### src/rtl/data_memory_access_if.sv
// Data-bus interface between the memory-stage load/store unit (master)
// and the data memory / bus fabric (slave). Single outstanding transaction,
// request/grant handshake followed by one response beat.
interface data_memory_access_if #(
    parameter int ADDRESS_WIDTH = 32,
    parameter int DATA_WIDTH    = 32
);
    logic                     busRequest;
    logic                     busWrite;
    logic [ADDRESS_WIDTH-1:0] busAddress;
    logic [DATA_WIDTH-1:0]    busWriteData;
    logic [3:0]               busByteEnable;
    logic                     busGrant;
    logic                     busResponseValid;
    logic [DATA_WIDTH-1:0]    busReadData;
    logic                     busResponseError;

    modport master (
        output busRequest, busWrite, busAddress, busWriteData, busByteEnable,
        input  busGrant, busResponseValid, busReadData, busResponseError
    );

    modport slave (
        input  busRequest, busWrite, busAddress, busWriteData, busByteEnable,
        output busGrant, busResponseValid, busReadData, busResponseError
    );
endinterface

### src/rtl/data_memory_access.sv
// Memory-stage load/store unit. Converts one pipeline memory access into a
// single outstanding bus transaction, stalls the pipeline while it is in
// flight, returns extended load data, and flags misalignment, bus errors and
// response timeouts. Data path is fixed at 4 byte lanes.
module data_memory_access #(
    parameter int ADDRESS_WIDTH  = 32,
    parameter int DATA_WIDTH     = 32,
    parameter int TIMEOUT_CYCLES = 255
) (
    input  logic                     clock,
    input  logic                     reset,
    input  logic                     requestValid,
    input  logic                     requestWrite,
    input  logic [1:0]               requestSize,
    input  logic                     requestUnsigned,
    input  logic [ADDRESS_WIDTH-1:0] requestAddress,
    input  logic [DATA_WIDTH-1:0]    requestWriteData,
    input  logic                     flush,
    output logic                     stallControl,
    output logic                     loadDataValid,
    output logic [DATA_WIDTH-1:0]    loadData,
    output logic                     misaligned,
    output logic                     busError,
    data_memory_access_if.master     bus
);

    // Counter holds 0 .. TIMEOUT_CYCLES-1; reaching the last value with no
    // response is the timeout.
    localparam int CNT_W = (TIMEOUT_CYCLES > 1) ? $clog2(TIMEOUT_CYCLES) : 1;
    localparam logic [CNT_W-1:0] TIMEOUT_LAST = CNT_W'(TIMEOUT_CYCLES - 1);
    localparam logic [CNT_W-1:0] CNT_ONE      = CNT_W'(1);

    typedef enum logic [2:0] {
        ST_IDLE    = 3'd0,
        ST_REQUEST = 3'd1,
        ST_WAIT    = 3'd2,
        ST_DONE    = 3'd3,
        ST_DRAIN   = 3'd4
    } state_e;

    state_e                   state_q, state_d;
    logic [CNT_W-1:0]         counter_q, counter_d;
    logic                     write_q, write_d;
    logic [1:0]               size_q, size_d;
    logic                     unsigned_q, unsigned_d;
    logic [1:0]               lane_q, lane_d;
    logic                     drain_next_q, drain_next_d;
    logic                     bus_request_q, bus_request_d;
    logic [ADDRESS_WIDTH-1:0] bus_address_q, bus_address_d;
    logic [DATA_WIDTH-1:0]    bus_write_data_q, bus_write_data_d;
    logic [3:0]               bus_byte_enable_q, bus_byte_enable_d;
    logic [DATA_WIDTH-1:0]    load_data_q, load_data_d;
    logic                     load_data_valid_q, load_data_valid_d;
    logic                     bus_error_q, bus_error_d;
    logic                     stall_s;
    logic                     misaligned_s;

    // Access is illegal when the address is not naturally aligned or size is 3.
    function automatic logic is_misaligned(input logic [1:0] size, input logic [1:0] addr_lo);
        case (size)
            2'd0:    return 1'b0;
            2'd1:    return addr_lo[0];
            2'd2:    return (addr_lo != 2'b00);
            default: return 1'b1;
        endcase
    endfunction

    // Byte lanes touched by an aligned access.
    function automatic logic [3:0] lane_enable(input logic [1:0] size, input logic [1:0] lane);
        case (size)
            2'd0:    return 4'b0001 << lane;
            2'd1:    return 4'b0011 << lane;
            default: return 4'b1111;
        endcase
    endfunction

    // Store data replicated across lanes so the slave can pick any lane.
    function automatic logic [DATA_WIDTH-1:0] lane_replicate(input logic [1:0] size,
                                                             input logic [DATA_WIDTH-1:0] wd);
        case (size)
            2'd0:    return {(DATA_WIDTH/8){wd[7:0]}};
            2'd1:    return {(DATA_WIDTH/16){wd[15:0]}};
            default: return wd;
        endcase
    endfunction

    // Select the addressed bytes from the read word and sign/zero extend.
    function automatic logic [DATA_WIDTH-1:0] extract_load(input logic [DATA_WIDTH-1:0] rdata,
                                                           input logic [1:0] size,
                                                           input logic [1:0] lane,
                                                           input logic       is_unsigned);
        logic [DATA_WIDTH-1:0] shifted;
        shifted = rdata >> {lane, 3'b000};
        case (size)
            2'd0:    return {{(DATA_WIDTH-8){shifted[7] & ~is_unsigned}}, shifted[7:0]};
            2'd1:    return {{(DATA_WIDTH-16){shifted[15] & ~is_unsigned}}, shifted[15:0]};
            default: return shifted;
        endcase
    endfunction

    // Next-state, capture and output decode for the access sequencer.
    always_comb begin
        state_d           = state_q;
        counter_d         = counter_q;
        write_d           = write_q;
        size_d            = size_q;
        unsigned_d        = unsigned_q;
        lane_d            = lane_q;
        drain_next_d      = drain_next_q;
        bus_request_d     = 1'b0;
        bus_address_d     = bus_address_q;
        bus_write_data_d  = bus_write_data_q;
        bus_byte_enable_d = bus_byte_enable_q;
        load_data_d       = load_data_q;
        load_data_valid_d = 1'b0;
        bus_error_d       = 1'b0;
        stall_s           = 1'b0;
        misaligned_s      = 1'b0;

        case (state_q)
            ST_IDLE: begin
                if (requestValid && !flush) begin
                    if (is_misaligned(requestSize, requestAddress[1:0])) begin
                        misaligned_s = 1'b1;
                    end else begin
                        stall_s           = 1'b1;
                        write_d           = requestWrite;
                        size_d            = requestSize;
                        unsigned_d        = requestUnsigned;
                        lane_d            = requestAddress[1:0];
                        bus_address_d     = {requestAddress[ADDRESS_WIDTH-1:2], 2'b00};
                        bus_byte_enable_d = lane_enable(requestSize, requestAddress[1:0]);
                        bus_write_data_d  = requestWrite ? lane_replicate(requestSize, requestWriteData)
                                                         : {DATA_WIDTH{1'b0}};
                        bus_request_d     = 1'b1;
                        state_d           = ST_REQUEST;
                    end
                end else begin
                    state_d = ST_IDLE;
                end
            end

            ST_REQUEST: begin
                stall_s = 1'b1;
                if (flush) begin
                    // A grant in the flush cycle means the access is already
                    // on the bus, so its response still has to be absorbed.
                    counter_d = {CNT_W{1'b0}};
                    state_d   = bus.busGrant ? ST_DRAIN : ST_IDLE;
                end else if (bus.busGrant) begin
                    counter_d = {CNT_W{1'b0}};
                    state_d   = ST_WAIT;
                end else begin
                    bus_request_d = 1'b1;
                end
            end

            ST_WAIT: begin
                stall_s   = 1'b1;
                counter_d = counter_q + CNT_ONE;
                if (flush) begin
                    // A response arriving with the flush is consumed on the
                    // spot; otherwise it is still in flight and gets drained.
                    counter_d = {CNT_W{1'b0}};
                    state_d   = bus.busResponseValid ? ST_IDLE : ST_DRAIN;
                end else if (bus.busResponseValid) begin
                    state_d      = ST_DONE;
                    drain_next_d = 1'b0;
                    if (bus.busResponseError) begin
                        bus_error_d = 1'b1;
                    end else if (!write_q) begin
                        load_data_valid_d = 1'b1;
                        load_data_d       = extract_load(bus.busReadData, size_q, lane_q, unsigned_q);
                    end else begin
                        load_data_valid_d = 1'b0;
                    end
                end else if (counter_q == TIMEOUT_LAST) begin
                    state_d      = ST_DONE;
                    bus_error_d  = 1'b1;
                    drain_next_d = 1'b1;
                end else begin
                    state_d = ST_WAIT;
                end
            end

            ST_DONE: begin
                counter_d    = {CNT_W{1'b0}};
                drain_next_d = 1'b0;
                state_d      = drain_next_q ? ST_DRAIN : ST_IDLE;
            end

            ST_DRAIN: begin
                stall_s   = requestValid;
                counter_d = counter_q + CNT_ONE;
                if (bus.busResponseValid || (counter_q == TIMEOUT_LAST)) begin
                    state_d = ST_IDLE;
                end else begin
                    state_d = ST_DRAIN;
                end
            end

            default: begin
                state_d = ST_IDLE;
            end
        endcase
    end

    // State, captured request and registered outputs; synchronous reset.
    always_ff @(posedge clock) begin
        if (reset) begin
            state_q           <= ST_IDLE;
            counter_q         <= {CNT_W{1'b0}};
            write_q           <= 1'b0;
            size_q            <= 2'b00;
            unsigned_q        <= 1'b0;
            lane_q            <= 2'b00;
            drain_next_q      <= 1'b0;
            bus_request_q     <= 1'b0;
            bus_address_q     <= {ADDRESS_WIDTH{1'b0}};
            bus_write_data_q  <= {DATA_WIDTH{1'b0}};
            bus_byte_enable_q <= 4'b0000;
            load_data_q       <= {DATA_WIDTH{1'b0}};
            load_data_valid_q <= 1'b0;
            bus_error_q       <= 1'b0;
        end else begin
            state_q           <= state_d;
            counter_q         <= counter_d;
            write_q           <= write_d;
            size_q            <= size_d;
            unsigned_q        <= unsigned_d;
            lane_q            <= lane_d;
            drain_next_q      <= drain_next_d;
            bus_request_q     <= bus_request_d;
            bus_address_q     <= bus_address_d;
            bus_write_data_q  <= bus_write_data_d;
            bus_byte_enable_q <= bus_byte_enable_d;
            load_data_q       <= load_data_d;
            load_data_valid_q <= load_data_valid_d;
            bus_error_q       <= bus_error_d;
        end
    end

    assign stallControl      = stall_s;
    assign misaligned        = misaligned_s;
    assign loadDataValid     = load_data_valid_q;
    assign loadData          = load_data_q;
    assign busError          = bus_error_q;
    assign bus.busRequest    = bus_request_q;
    assign bus.busWrite      = write_q;
    assign bus.busAddress    = bus_address_q;
    assign bus.busWriteData  = bus_write_data_q;
    assign bus.busByteEnable = bus_byte_enable_q;

endmodule

### src/flat_wrapper.sv
// flat-port wrapper written by rule: the top's interface ports become plain ports
module data_memory_access_flat 
#(
    parameter int ADDRESS_WIDTH  = 32,
    parameter int DATA_WIDTH     = 32,
    parameter int TIMEOUT_CYCLES = 255
)
  (clock, reset, requestValid, requestWrite, requestSize, requestUnsigned, requestAddress, requestWriteData, flush, stallControl, loadDataValid, loadData, misaligned, busError, bus_busRequest, bus_busWrite, bus_busAddress, bus_busWriteData, bus_busByteEnable, bus_busGrant, bus_busResponseValid, bus_busReadData, bus_busResponseError);
  data_memory_access_if #(.ADDRESS_WIDTH(ADDRESS_WIDTH), .DATA_WIDTH(DATA_WIDTH)) bus_i ();
  input  logic clock;
  input  logic reset;
  input  logic requestValid;
  input  logic requestWrite;
  input  logic [1:0] requestSize;
  input  logic requestUnsigned;
  input  logic [ADDRESS_WIDTH-1:0] requestAddress;
  input  logic [DATA_WIDTH-1:0] requestWriteData;
  input  logic flush;
  output logic stallControl;
  output logic loadDataValid;
  output logic [DATA_WIDTH-1:0] loadData;
  output logic misaligned;
  output logic busError;
  output wire logic [$bits(bus_i.busRequest)-1:0] bus_busRequest;
  output wire logic [$bits(bus_i.busWrite)-1:0] bus_busWrite;
  output wire logic [$bits(bus_i.busAddress)-1:0] bus_busAddress;
  output wire logic [$bits(bus_i.busWriteData)-1:0] bus_busWriteData;
  output wire logic [$bits(bus_i.busByteEnable)-1:0] bus_busByteEnable;
  input wire logic [$bits(bus_i.busGrant)-1:0] bus_busGrant;
  input wire logic [$bits(bus_i.busResponseValid)-1:0] bus_busResponseValid;
  input wire logic [$bits(bus_i.busReadData)-1:0] bus_busReadData;
  input wire logic [$bits(bus_i.busResponseError)-1:0] bus_busResponseError;
  assign bus_busRequest = bus_i.busRequest;
  assign bus_busWrite = bus_i.busWrite;
  assign bus_busAddress = bus_i.busAddress;
  assign bus_busWriteData = bus_i.busWriteData;
  assign bus_busByteEnable = bus_i.busByteEnable;
  assign bus_i.busGrant = bus_busGrant;
  assign bus_i.busResponseValid = bus_busResponseValid;
  assign bus_i.busReadData = bus_busReadData;
  assign bus_i.busResponseError = bus_busResponseError;
  data_memory_access #(.ADDRESS_WIDTH(ADDRESS_WIDTH), .DATA_WIDTH(DATA_WIDTH), .TIMEOUT_CYCLES(TIMEOUT_CYCLES)) u_core (.clock(clock), .reset(reset), .requestValid(requestValid), .requestWrite(requestWrite), .requestSize(requestSize), .requestUnsigned(requestUnsigned), .requestAddress(requestAddress), .requestWriteData(requestWriteData), .flush(flush), .stallControl(stallControl), .loadDataValid(loadDataValid), .loadData(loadData), .misaligned(misaligned), .busError(busError), .bus(bus_i));
endmodule
### config.mk
export PLATFORM = sky130hd
export DESIGN_NAME = data_memory_access_flat
export DESIGN_NICKNAME = d
export VERILOG_FILES = /design/src/rtl/data_memory_access_if.sv /design/src/rtl/data_memory_access.sv /design/src/flat_wrapper.sv
export SDC_FILE = /design/constraint.sdc
export NUM_CORES = 1
export LEC_CHECK = 0
export CAP_MARGIN = 20
export CORE_MARGIN = 2
export CORE_UTILIZATION = 47
export CTS_CLUSTER_SIZE = 12
export DETAILED_ROUTE_END_ITERATION = 10
export GPL_ROUTABILITY_DRIVEN = 0
export PLACE_DENSITY = 0.86
export SLEW_MARGIN = 20
export SYNTH_ARGS = -nofsm -noshare
export SYNTH_HDL_FRONTEND = slang
export SYNTH_SLANG_ARGS = --single-unit
### constraint.sdc
create_clock -name clock -period 5.3 [get_ports clock]
set_input_delay 1.06 -clock clock [delete_from_list [all_inputs] [get_ports clock]]
set_output_delay 1.06 -clock clock [all_outputs]
set_load 0.02 [all_outputs]
==> flow_summary.yaml, run 1 <==
floorplan:
  initial_utilization_pct: 48.4
  dieWidth_um: 110
  row_count: 38
  fp.dieH_um: 110
  fp.dieArea_um2: 12100
  ios: 213
  core_um2: 10900
sta:
  relSlewSlack_pct: 34.1
  rsz0062_at_grt: "no"
  min_period_over_period_pct: 76.5
  final.setup.tns_ns: 0
  final_max_slew_viol_count: 0
  skew_ns: 0.0102
  period_minus_slack_ns: 4.05
  finalHoldViolations: 0
  clock.fmax_mhz: 247
  setup_violations: 0
  whs_ns: 0.453
  worst_pin_slew_ns: 0.981
final_layout:
  fin_area_um2: 8030
  syn_to_final_growth_pct: 51.6
  fill_cells: 827
  final_nets: 926
  drive_gt1_share_pct: 8.80
  post-route-util_pct: 73.4
  antenna_cells: 0
yosys:
  synth.distinct_cells: 54
  syn_area_per_cell_um2: 8.41
  synth_area_leaders: "dfxtp_1, nand2_1, a21oi_1"
  yosys-top-cells-count: "nand2_1, dfxtp_1, a21oi_1, o21ai_0, clkbuf_1"
  synthFlopType: "dfxtp_1"
  ys_ff_latch: 119
  seq_area_frac_synth_pct: 45.0
  syn_inst: 630
  async_reset_ff_share_pct: 0
  yosysMostFrequentCell: "nand2_1"
  ys_warn_count: 0
  synth_top_area_share_pct: 45.0
  netlist_area_um2: 5300
  post-synth-top-area-cell: "dfxtp_1"
  synth_edf_count: 0
cts:
  clk_latency_ns: 0.41
  cts_resized: 0
  cts_tree: "done"
  clock_path_buffers: 2
  clkTransAtPathRegs_ns: 0.05
  clockRootBuffer: "clkbuf_16"
  cts_buffers: 17
  hold_buffers: 0
  cts_setup_buffers: 0
  cts_sinks: 119
  h-tree-depth: 4
critical_path:
  worstPathCellList: "clkdlybuf4s50_1, o21ai_0, a211oi_1, clkdlybuf4s50_1"
  r2r-start: "u_core.state_q[1]"
  r2r_end: "u_core.loadData[10]"
  r2r_slack_ns: 2.65
  required_ns: 4.24
  crit_type: "in -> out"
  path_buf_inv: 2
  cp_max_fo: 10
  reg2regPathDepth: 5
  cp-endpoint: "misaligned"
  worst_ep_arrival_time_ns: 2.99
  cp_common_cell: "clkdlybuf4s50_1"
  startpoint: "requestAddress[0]"
  setup.worst_path.start_class: "primary input"
  end_kind: "output pin"
  max_stage_delay_ns: 0.68
  critical_path_depth: 4
  crit_family: "buffers and inverters"
  critPathSlowestCell: "clkdlybuf4s50_1"
global_routing:
  grt_max_degree: 66
  antenna_found_initial: 0
  grt_pass1_wl_um: 26200
  grt_usage_pct: 28.1
  grt_overflow: 0
  grt_pass1_vias: 5260
place:
  io_buffer_count: 210
  hpwlAfterDp_um: 12300
  dpl_cell_area_um2: 7410
power_and_ir_drop:
  p_total_uw: 2400
  p_leak_uw: 0.00281
  peakVddDrop_v: 0.000204
  powerDensity_nw_per_um2: 299
detailed_routing:
  dr_total_vias: 5421
  drt_first_pass_iters: 5
  wl_um: 17200
  wl_per_cell_um: 17.7
  drtIter0Drc: 309
  drc: 0
  viasPerCell: 5.59
  antenna_left: 0
min_path:
  min_path_type: "reg -> reg"
  min_from: "u_core.bus.busWriteData[15]"
run_status:
  outcome: "complete, no violations"
flow_run:
  cap_violations: 0
[worst min path at each step]
stage	to	slack, ns	depth (start not counted)
floorplan	u_core.drain_next_q	0.45	2
global placement	u_core.bus.busAddress[8]	0.44	2
detailed placement	u_core.bus.busWriteData[15]	0.45	2
CTS	u_core.bus.busWriteData[15]	0.45	2
global route	u_core.bus.busAddress[24]	0.48	2
finish	u_core.bus.busWriteData[15]	0.45	2
[report_power, final]
group | total [uW] | switching, uW | internal [uW]
clock network | 1190 | 410 | 776
logic | 282 | 137 | 146
registers | 933 | 18.8 | 914
total | 2400 | 566 | 1840
[sequential cells by signal, indices dropped and copies added (netlist names), 2 cells and up]
| signal | flops |
|---|---|
| u_core.state_q | 3 |
| u_core.lane_q | 2 |
| u_core.counter_q | 8 |
| u_core.loadData | 32 |
| u_core.bus.busWriteData | 32 |
| u_core.size_q | 2 |
| u_core.bus.busByteEnable | 4 |
| u_core.bus.busAddress | 30 |
[stage by stage]
stage                     instances  setup slack (ns)
after floorplan                 631              1.85
after global placement          938              1.37
after detailed placement        938              1.32
after CTS                       970              1.28
after global routing            970              1.12
final                           970              1.25
[cell usage in the layout, fill, tap and decap left out, drive strengths merged, types with 6 or more instances in the layout]
cell	synthesis	routed
buf	15	8
o21ai	49	49
a21oi	86	86
nor2	24	24
and2	7	7
nand3	11	11
dfxtp	119	119
nor3	6	6
clkdlybuf4s50	0	209
o211ai	9	9
mux2	25	25
nand2	129	129
or3	6	6
mux2i	24	24
o2bb2ai	8	8
a22o	16	16
clkbuf	35	21
[area by class of cell]
cell class	count	area, um^2	area share (%)
Multi-Input combinational cell	456	2680	33.4
Timing Repair Buffer	217	2150	26.8
Clock inverter	11	148	1.84
Inverter	6	22.5	0.280
Sequential cell	119	2380	29.7
Tap cell	140	175	2.18
Clock buffer	21	470	5.86
[logic make-up after synthesis]
logic type | count (synthesis) | synth area share (%)
simple gates | 210 | 18.2
compound gates | 188 | 21.1
flops | 119 | 45.0
buf+inv | 56 | 4.49
mux | 49 | 9.85
xor+xnor | 5 | 0.827
fa+ha+maj | 2 | 0.472
other cells | 1 | 0.0708
[worst register-to-register path: stages, from the launching register on]
cell     delay (ns)
dfxtp_1        0.57
or4b_4         0.57
nor4b_4        0.58
buf_4          0.34
o31a_1         0.34
a21oi_1        0.12
[routing by layer]
| metal | vias to the layer above | GRT usage (%) | share of wire (%) |
|---|---|---|---|
| li1 | 2580 | - | - |
| met1 | 2528 | 30.6 | 38 |
| met2 | 268 | 49.0 | 49 |
| met3 | 45 | 9.11 | 9.3 |
| met4 | 0 | 13.7 | 3.3 |
| met5 | - | 0 | 0 |
(Power assumes the default switching activity.)
==> run 2: changes to the inputs <==
--- a/config.mk
+++ b/config.mk
@@ -7,11 +7,11 @@
 export LEC_CHECK = 0
 export CAP_MARGIN = 20
 export CORE_MARGIN = 2
-export CORE_UTILIZATION = 47
+export CORE_UTILIZATION = 39
 export CTS_CLUSTER_SIZE = 12
 export DETAILED_ROUTE_END_ITERATION = 10
 export GPL_ROUTABILITY_DRIVEN = 0
-export PLACE_DENSITY = 0.86
+export PLACE_DENSITY = 0.76
 export SLEW_MARGIN = 20
 export SYNTH_ARGS = -nofsm -noshare
 export SYNTH_HDL_FRONTEND = slang
==> constraint.sdc (replaced) <==
create_clock -name clock -period 3.5 [get_ports clock]
set_input_delay 0.7 -clock clock [delete_from_list [all_inputs] [get_ports clock]]
set_output_delay 0.7 -clock clock [all_outputs]
set_load 0.02 [all_outputs]
==> run 2 against run 1 <==
Sequential share of layout area down 0.085 points. Core utilization shrank 13 points. Register-to-register slack worse by 1.5 ns. Clock skew down 0.0019 ns. First-iteration DRC count up 85%. Combinational power increased by 53%. Sequential power increased by 51%. Clock power grew 34%. Final cell count grew 4.1%. Critical path depth unchanged.
==> flow_summary.yaml, run 2 (synthesis gave the netlist of run 1 again) <==
cts:
  clock_path_buffers: 2
  cts_buffers: 17
  cts_sinks: 119
  clk_latency_ns: 0.40
  h-tree-depth: 4
  cts_tree: "done"
  clockRootBuffer: "clkbuf_16"
  cts_setup_buffers: 0
  hold_buffers: 0
  clkTransAtPathRegs_ns: 0.05
  cts_resized: 0
detailed_routing:
  wl_per_cell_um: 17.1
  drt_first_pass_iters: 5
  met1Wirelength_um: 6770
  route.met2.wl_um: 8580
  drc: 0
  antenna_left: 0
  wl_met3_um: 1650
  viasPerCell: 5.37
  top_layer_used: "met4"
  drtIter0Drc: 571
  wl_um: 17300
  dr_total_vias: 5421
sta:
  final_max_slew_viol_count: 0
  final.setup.tns_ns: 0
  period_minus_slack_ns: 3.37
  skew_ns: 0.00835
  worst_pin_slew_ns: 0.959
  rsz0062_at_grt: "no"
  min_period_over_period_pct: 96.3
  setup_violations: 0
  clock.fmax_mhz: 297
  finalHoldViolations: 0
  relSlewSlack_pct: 36.0
critical_path:
  crit_family: "buffers and inverters"
  reg2regPathDepth: 4
  cp_common_cell: "clkdlybuf4s50_1"
  path_buf_inv: 2
  end_kind: "output pin"
  max_stage_delay_ns: 0.68
  r2r-start: "u_core.lane_q[1]"
  worst_ep_arrival_time_ns: 2.67
  crit_type: "in -> out"
  required_ns: 2.80
  critPathSlowestCell: "clkdlybuf4s50_1"
  r2r_end: "u_core.loadData[18]"
  worstPathCellList: "clkdlybuf4s50_1, or3b_2, a211oi_1, clkdlybuf4s50_1"
  setup.worst_path.start_class: "primary input"
  r2r_slack_ns: 1.15
  cp_max_fo: 3
floorplan:
  ios: 213
  row_count: 42
  initial_utilization_pct: 40.0
  fp.dieH_um: 121
  core_um2: 13200
  dieWidth_um: 121
  fp.dieArea_um2: 14500
run_status:
  outcome: "complete, no violations"
power_and_ir_drop:
  p_clk_share_pct: 46.5
  p_leak_uw: 0.00282
  switching_share_pct: 23.3
  seq_power_share_pct: 40.9
  power_frac_comb_pct: 12.5
  peakVddDrop_v: 0.000258
  intPower_uw: 2650
  power_switching_uw: 802
  powerDensity_nw_per_um2: 428
final_layout:
  final_nets: 933
  syn_to_final_growth_pct: 52.0
  post-route-util_pct: 60.8
  layout_common_cells: "clkdlybuf4s50_1, nand2_1, dfxtp_1"
  fill_cells: 1175
  drive_gt1_share_pct: 8.75
  antenna_cells: 0
  mostFrequentLayoutCell: "clkdlybuf4s50_1"
min_path:
  worstHoldPathCells: 2
  min_path_type: "reg -> reg"
  whs_endpoint: "u_core.loadData[3]"
  min_from: "u_core.loadData[3]"
global_routing:
  antenna_found_initial: 0
  grt_pass1_vias: 5451
  grt_overflow: 0
  grt_max_degree: 47
  grt_pass1_wl_um: 27300
  grt_usage_pct: 23.7
place:
  io_buffer_count: 210
  hpwlAfterDp_um: 12700
flow_run:
  cap_violations: 0
run 2: cell types whose count changed in the layout (fill, tap and decap cells not counted):
cell / before / now
clkinv_4: 2 / 0
dfxtp_1: 118 / 119
clkinv_2: 2 / 3
clkbuf_1: 1 / 4
clkinvlp_4: 4 / 0
clkbuf_8: 3 / 4
bufinv_16: 3 / 1
dfxtp_2: 1 / 0
buf_4: 7 / 14
run 2: power by group through the flow:
| stage | Sequential (uW) | Clock (uW) | Combinational (uW) |
|---|---|---|---|
| floorplan | 1460 | 0 | 175 |
| global placement | 1440 | 0 | 424 |
| detailed placement | 1440 | 0 | 429 |
| CTS | 1410 | 1630 | 432 |
| global route | 1410 | 1690 | 463 |
| finish | 1410 | 1600 | 432 |
run 2: worst min-delay path: stages (launching register included):
cell	delay [ns]
dfxtp_1	0.30
nand2_1	0.05
a21oi_1	0.05
run 2: worst max path at each step:
stage / slack [ns] / depth (start not counted) / endpoint / startpoint
after floorplan: 0.77 / 6 / stallControl / requestSize[0]
after global placement: 0.26 / 4 / misaligned / requestValid
after detailed placement: 0.18 / 4 / misaligned / requestValid
after CTS: 0.18 / 4 / misaligned / requestValid
after global routing: 0.14 / 4 / misaligned / requestValid
final: 0.13 / 4 / misaligned / requestValid
run 2: through the flow:
step / cell area, um^2 / total power [uW] / setup WS [ns] / cells / hold slack [ns]
after global routing: 8050 / 3570 / 0.139 / 1010 / 0.473
after CTS: 8050 / 3480 / 0.179 / 1010 / 0.453
final: 8050 / 3450 / 0.130 / 1010 / 0.450
after detailed placement: 7510 / 1870 / 0.180 / 981 / 0.448
after global placement: 7510 / 1860 / 0.255 / 981 / 0.441
after floorplan: 5300 / 1630 / 0.765 / 631 / 0.448
run 2: cell type report:
cell class	instances	area, um^2	area share, %
multi-input combinational	456	2680	33.3
sequential	119	2380	29.6
timing repair buffer	224	2200	27.4
clock buffer	25	495	6.16
tap	176	220	2.74
clock inverter	4	45.0	0.560
inverter	6	22.5	0.280
run 2: layer usage:
metal,global-route usage [%],vias up
li1,-,2593
met1,27.4,2552
met2,40.8,258
met3,8.16,18
met4,8.36,0
met5,0,-
==> run 3: changes to the inputs <==
--- a/config.mk
+++ b/config.mk
@@ -12,6 +12,7 @@
 export DETAILED_ROUTE_END_ITERATION = 10
 export GPL_ROUTABILITY_DRIVEN = 0
 export PLACE_DENSITY = 0.76
+export SKIP_LAST_GASP = 1
 export SLEW_MARGIN = 20
 export SYNTH_ARGS = -nofsm -noshare
 export SYNTH_HDL_FRONTEND = slang
==> results of run 3 <==
No change in the layout: final DEF, timing and power equal those of run 2.
